$ cat src/rtl/ctr_pkg.sv
// Shared constants and types for the up/down counter block.
package ctr_pkg;

  typedef enum logic {
    CTR_MODE_WRAP = 1'b0,
    CTR_MODE_SAT  = 1'b1
  } ctr_mode_e;

  localparam int unsigned PRESCALE_DIV_MAX = 256;
  localparam int unsigned CTR_WIDTH_MIN    = 2;
  localparam int unsigned CTR_WIDTH_MAX    = 32;

  // Prescaler counter width: clog2(div), never below one bit.
  function automatic int unsigned presc_width(input int unsigned div);
    return (div > 1) ? $clog2(div) : 1;
  endfunction

endpackage

$ cat src/rtl/ctr_prescaler.sv
// Enabled-cycle prescaler: tick_o marks the enabled cycle that completes a period.
module ctr_prescaler
  import ctr_pkg::*;
#(
  parameter int unsigned Div = 1
) (
  input  logic clk_i,
  input  logic rst_ni,
  input  logic en_i,
  input  logic clr_i,
  output logic tick_o
);

  localparam int unsigned PW = presc_width(Div);
  localparam logic [PW-1:0] LAST = PW'(Div - 1);

  if (Div < 1 || Div > PRESCALE_DIV_MAX) begin : g_bad_div
    $error("ctr_prescaler: Div=%0d outside 1..%0d", Div, PRESCALE_DIV_MAX);
  end

  logic [PW-1:0] cnt_q;
  logic [PW-1:0] cnt_d;

  // Tick depends only on the phase; the parent qualifies it with en_i.
  assign tick_o = (cnt_q == LAST);

  always_comb begin
    cnt_d = cnt_q;
    if (clr_i) begin
      cnt_d = '0;
    end else if (en_i) begin
      cnt_d = tick_o ? '0 : cnt_q + PW'(1);
    end
  end

  always_ff @(posedge clk_i or negedge rst_ni) begin
    if (!rst_ni) begin
      cnt_q <= '0;
    end else begin
      cnt_q <= cnt_d;
    end
  end

endmodule

$ cat src/rtl/updn_ctr.sv
// Prescaled up/down counter with clear, clamped load, wrap or saturate bounds
// and a registered terminal-count pulse.
module updn_ctr
  import ctr_pkg::*;
#(
  parameter int unsigned Width       = 4,
  parameter int unsigned MaxVal      = 32'((64'd1 << Width) - 64'd1),
  parameter ctr_mode_e   Mode        = CTR_MODE_WRAP,
  parameter int unsigned PrescaleDiv = 1
) (
  input  logic             clk_i,
  input  logic             rst_ni,
  input  logic             en_i,
  input  logic             up_i,
  input  logic             clr_i,
  input  logic             load_i,
  input  logic [Width-1:0] load_val_i,
  output logic [Width-1:0] o,
  output logic             tc_o
);

  if (Width < CTR_WIDTH_MIN || Width > CTR_WIDTH_MAX) begin : g_bad_width
    $error("updn_ctr: Width=%0d outside %0d..%0d", Width, CTR_WIDTH_MIN, CTR_WIDTH_MAX);
  end
  if (MaxVal < 1 || 64'(MaxVal) > ((64'd1 << Width) - 64'd1)) begin : g_bad_max
    $error("updn_ctr: MaxVal=%0d not representable in Width=%0d", MaxVal, Width);
  end
  if (PrescaleDiv < 1 || PrescaleDiv > PRESCALE_DIV_MAX) begin : g_bad_div
    $error("updn_ctr: PrescaleDiv=%0d outside 1..%0d", PrescaleDiv, PRESCALE_DIV_MAX);
  end

  localparam logic [Width-1:0] MAX_V = Width'(MaxVal);
  localparam bit               SAT   = (Mode == CTR_MODE_SAT);

  logic             tick;
  logic             step;
  logic [Width-1:0] o_d;
  logic             tc_d;

  // Load also restarts the prescaler phase.
  ctr_prescaler #(
    .Div(PrescaleDiv)
  ) u_presc (
    .clk_i  (clk_i),
    .rst_ni (rst_ni),
    .en_i   (en_i),
    .clr_i  (clr_i | load_i),
    .tick_o (tick)
  );

  assign step = en_i & tick;

  // Next count: clear > load > step > hold; tc flags a step taken at a bound.
  always_comb begin
    o_d  = o;
    tc_d = 1'b0;
    if (clr_i) begin
      o_d = '0;
    end else if (load_i) begin
      o_d = (load_val_i > MAX_V) ? MAX_V : load_val_i;
    end else if (step) begin
      if (up_i) begin
        if (o >= MAX_V) begin
          tc_d = 1'b1;
          o_d  = SAT ? MAX_V : '0;
        end else begin
          o_d = o + Width'(1);
        end
      end else begin
        if (o == '0) begin
          tc_d = 1'b1;
          o_d  = SAT ? '0 : MAX_V;
        end else begin
          o_d = o - Width'(1);
        end
      end
    end
  end

  always_ff @(posedge clk_i or negedge rst_ni) begin
    if (!rst_ni) begin
      o    <= '0;
      tc_o <= 1'b0;
    end else begin
      o    <= o_d;
      tc_o <= tc_d;
    end
  end

endmodule

$ cat config.mk
export PLATFORM = sky130hd
export DESIGN_NAME = updn_ctr
export DESIGN_NICKNAME = d
export VERILOG_FILES = /design/src/rtl/ctr_pkg.sv /design/src/rtl/ctr_prescaler.sv /design/src/rtl/updn_ctr.sv
export SDC_FILE = /design/constraint.sdc
export NUM_CORES = 1
export LEC_CHECK = 0
export CAP_MARGIN = 30
export CORE_AREA = 5 5 42 44
export DETAILED_ROUTE_END_ITERATION = 8
export DIE_AREA = 0 0 47 49
export PLACE_DENSITY = 0.62
export SYNTH_ARGS = -nofsm -noshare
export SYNTH_HDL_FRONTEND = slang
export SYNTH_SLANG_ARGS = --single-unit
$ cat constraint.sdc
create_clock -name clk_i -period 4.6 [get_ports clk_i]
set_input_delay 0.46 -clock clk_i [delete_from_list [all_inputs] [get_ports clk_i]]
set_output_delay 0.46 -clock clk_i [all_outputs]
set_load 0.03 [all_outputs]
# Word-level counts from Yosys, hierarchy flattened
# Cells that the tools add are included.
[word_totals] out_inout_bits=5 reg_bits=6 input_bits=10
[op_classes] reduce_logical=3 addsub=3 mux=16 magnitude_cmp=2 bitwise=3
[op_table] operator="4-bit 2-to-1 mux" count=7
[op_table] operator="1-bit 2-to-1 mux" count=9
[op_table] operator="4-bit by 1-bit adder with 4-bit output, second input constant" count=1
[op_table] operator="4-bit >= comparator, second input constant" count=1
[op_table] operator="4-bit > comparator, second input constant" count=1
[op_table] operator="4-bit logical NOT" count=1
[op_table] operator="4-bit by 1-bit subtractor with 4-bit output, second input constant" count=1
[op_table] operator="3-bit nonzero test" count=1
[op_table] operator="2-bit nonzero test" count=1
[op_table] operator="1-bit adder, second input constant" count=1
[op_table] operator="1-bit AND" count=1
[op_table] operator="1-bit inverter" count=1
[op_table] operator="1-bit OR" count=1

# Logic depth before layout (Yosys ltp)
[logic_depth] word_depth=6 ltp_mapped=6

# Hierarchy
# From an unflattened synthesis, not the netlist that was laid out.
[unflattened] cells_unflattened=50 hier_area_um2=410.4
[modules_own_cells] module="updn_ctr" area_per_inst_um2=399.1 instances=1 seq_area_each_um2=125.1 cells_each=48
[modules_own_cells] module="ctr_prescaler" area_per_inst_um2=11.3 instances=1 seq_area_each_um2=0.0 cells_each=2

# Worst setup path before layout
# No wires, ideal clock.
[synth_path] kind="register to register" from="register o[0]" to="register o[0]" stages_incl_launch_ff=7 required_ps=4529 arrival_ps=1645 n_path_buf=0 setup_slack_ps=2884 cell_sequence="dfrtp_1 -> inv_1 -> ha_1 -> or4b_4 -> a311oi_1 -> a21oi_1 -> nor2_1"
[synth_between] elab_chain_len=6 elab_cells_between_ends=10
[synth_lines] item="start: declaration" line_no="updn_ctr.sv:18" rtl="output logic [Width-1:0] o,"
[synth_lines] item="start signal: assignment" line_no="updn_ctr.sv:82" rtl="o <= '0;"
[synth_lines] item="start signal: assignment" line_no="updn_ctr.sv:85" rtl="o <= o_d;"
[synth_lines] item="4-bit by 1-bit subtractor with 4-bit output, or another cell as far along" line_no="updn_ctr.sv:74" rtl="o_d = o - Width'(1);"
[synth_lines] item="4-bit 2-to-1 mux, on equally long branches" line_no="updn_ctr.sv:70, updn_ctr.sv:63"
[synth_lines] item="4-bit 2-to-1 mux *" line_no="updn_ctr.sv:62" rtl="if (up_i) begin"
[synth_lines] item="4-bit 2-to-1 mux *" line_no="updn_ctr.sv:61" rtl="end else if (step) begin"
[synth_lines] item="4-bit 2-to-1 mux *" line_no="updn_ctr.sv:59" rtl="end else if (load_i) begin"
[synth_lines] item="4-bit 2-to-1 mux *" line_no="updn_ctr.sv:57" rtl="if (clr_i) begin"
# Mark *: on every way between the ends. The rest lies on a longest branch, timed or not. The select of a mux whose other input is x is not followed.
# A chain may end at the register's enable or synchronous reset.

# Worst setup path in the final report
[layout_path] from="register o[0]" to="output port o[0]"
# No word-level cell between the ends.

==> run summary <==
Status: finished clean
Unrepaired setup endpoints after global routing: false
Antenna cells: 0
Clock Latency Late Sink: 240 ps
# H-tree levels: 1
Most common cell after layout, fill and taps aside: clkdlybuf4s50_1
Power per cell area: 260 nW/um^2
Synth top area share: 30.8%
Critical Path Slowest Stage Cell: clkdlybuf4s50_1
Antenna viol nets, final: 0
Die W: 47 microns
Final WL: 999 microns
Footprint of the multi-input gates: 243 sq um
Synth Register Bits: 5
CORE AREA: 1400 sq um
Setup violations, final: 0
Synth warnings: 0
CTS clk-pin slew, worst paths: 40 ps
Post-synthesis cell type count: 26
Port buffer count: 14
Total chip power: 151 uW
Required @ worst endpoint: 4140 ps
Setup Buffers After CTS: 0
I/O Pins: 15
Largest net degree at the start of global routing: 11
Gp weighted congestion: 0.865
Cell taking the most area after synthesis: dfrtp_1
Iteration-0 DRC Markers: 5
Max Buffers Root-to-Sink: 2
Final nets: 75
Die area: 2300 sq um
GRT overflow: 0
GRT Util Overall: 10.2%
WL/cell: 12.8 microns
Mapped Cells: 46
Max Clk Rate: 512 MHz
Post-Syn Area: 407 sq um
Fill cells: 145
Storage element area: 125 sq um
Post-synthesis sequential area ratio: 30.8%
Minimum clock period: 1950 ps
Critical path buffers and inverters: 1
First-pass GRT wire length: 1710 microns
Detail Placement HPWL: 756 microns
Worst-path maximum fanout: 9
Vias in the first global route: 399
Syn_area_per_cell: 8.84 sq um
Initial DRT Pass Iterations: 4
Setup Skew: 3.30 ps
Setup_tns: 0 ps
DRC: 0
FF-to-FF path depth: 6
HP Class: input port to async pin
Post_cts resized: 0
CP Cell Sequence: clkdlybuf4s50_1
Share of cells above drive strength 1: 11.3%
Hold buffers post-CTS: 0
Period Utilization, post-route: 42.5%
Reg2Reg Setup Slack: 2830 ps
Row count: 14
Syn_nets: 58
Slew @ Worst Pin: 369 ps
Area growth, synth to finish: 42.8%
Slew headroom: 74.8%
Max-Cap Viols: 0
Clock tree sinks: 5
Final hold vios: 0
Die Y-Extent: 49 microns
Critical R2R Launch: o[0]$_DFFE_PN0P_
Critical Path AT: 1490 ps
TritonCTS buffer count: 3
Slew Viols, Final: 0
Reg-to-reg endpoint: o[0]$_DFFE_PN0P_
Critical path launch point type: flop
Vias per inst: 5.10
Setup CP Type: flop to primary output
Initial antenna violation count: 0
Most area-consuming cells after synthesis: dfrtp_1 31%, inv_1 6.5%, a21oi_1 6.2%
Leakage: 0.000243 uW
Critical path endpoint category: primary output
Root Driver: clkbuf_4
Crit path max-delay family: buffers and inverters
Most frequent cells in the layout: 14 x clkdlybuf4s50_1, 7 x inv_1, 5 x a21oi_1, 5 x dfrtp_1
Initial core utilization: 29.0%
Peak supply drop: 0.000189 V
CP peak stage delay: 740 ps
Via Count: 398
Final hold slack: 439 ps
CTS tree: done
==> synthesized netlist by cell type <==
cell type and count:
or4b_4 1, a41o_2 1, a311oi_1 1, nor2b_1 1, o31ai_1 1, xnor2_1 2, ha_1 2, buf_4 1
buf_2 1, dfrtp_1 5, or2b_1 1, inv_1 7, a311o_1 1, a2111oi_2 1, nor3_1 1, mux2i_1 2
a21oi_1 5, nand4_1 1, nand2_1 2, nor2_1 3, nor4_1 1, o21a_1 1, and4b_2 1, o21ai_0 1
a2111oi_0 1, a31oi_1 1
==> routing by layer <==
| metal | track usage, % | wire length (microns) |
|---|---|---|
| met5 | 0 | 0 |
| met2 | 15.8 | 475 |
| met4 | 2.76 | 12 |
| met1 | 12.0 | 428 |
| met3 | 5.17 | 82 |
==> stage by stage <==
stage | worst slack (ps) | instances | util, % | cell area, sq um
CTS | 2640 | 78 | 41.4 | 581
global route | 2600 | 78 | 41.4 | 581
global placement | 2550 | 74 | 39.6 | 554
finish | 2650 | 78 | 41.4 | 581
floorplan | 2880 | 46 | - | 407
detailed placement | 2510 | 74 | 39.6 | 554
==> where the power goes <==
group / internal, uW / switching [uW] / leakage (uW) / total, uW
Clock: 32.7 / 16.9 / 0.0000150 / 49.7
Combinational: 24.5 / 22.3 / 0.000162 / 46.8
Sequential: 47.1 / 7.03 / 0.0000658 / 54.2
Total: 104 / 46.3 / 0.000243 / 151
==> worst max-delay path by stage <==
stage	slack [ps]	endpoint	depth (start not counted)	from
5_1_grt	2600	o[0]	1	o[0]$_DFFE_PN0P_
6_report	2650	o[0]	1	o[0]$_DFFE_PN0P_
4_1_cts	2640	o[0]	1	o[0]$_DFFE_PN0P_
3_5_place_dp	2510	o[0]$_DFFE_PN0P_	5	up_i
3_3_place_gp	2550	o[0]$_DFFE_PN0P_	5	up_i
2_1_floorplan	2880	o[0]$_DFFE_PN0P_	6	o[0]$_DFFE_PN0P_
==> cell type report <==
class                   count  area share (%)
multi-input cells          32            41.8
repair buffers             14            24.1
flip-flops and latches      5            21.6
clock buffers               4            4.53
inverters                   7            4.53
well taps                  16            3.45
==> logic make-up (layout without fill, tap and decap cells) <==
logic type	after synthesis	in the layout	share of synthesized area (%)
DFF	5	5	30.8
buffers and inverters	9	25	9.54
AOI/OAI and AO/OA	14	14	25.8
muxes	2	2	4.92
and+or+nand+nor	12	12	18.5
adders and majority gates	2	2	6.15
xor gates and xnor gates	2	2	4.31
==> registers in the layout (all words and copies together) (netlist names) <==
name / flops
o: 4
tc_o: 1
Power figures use the tool's default switching activity.
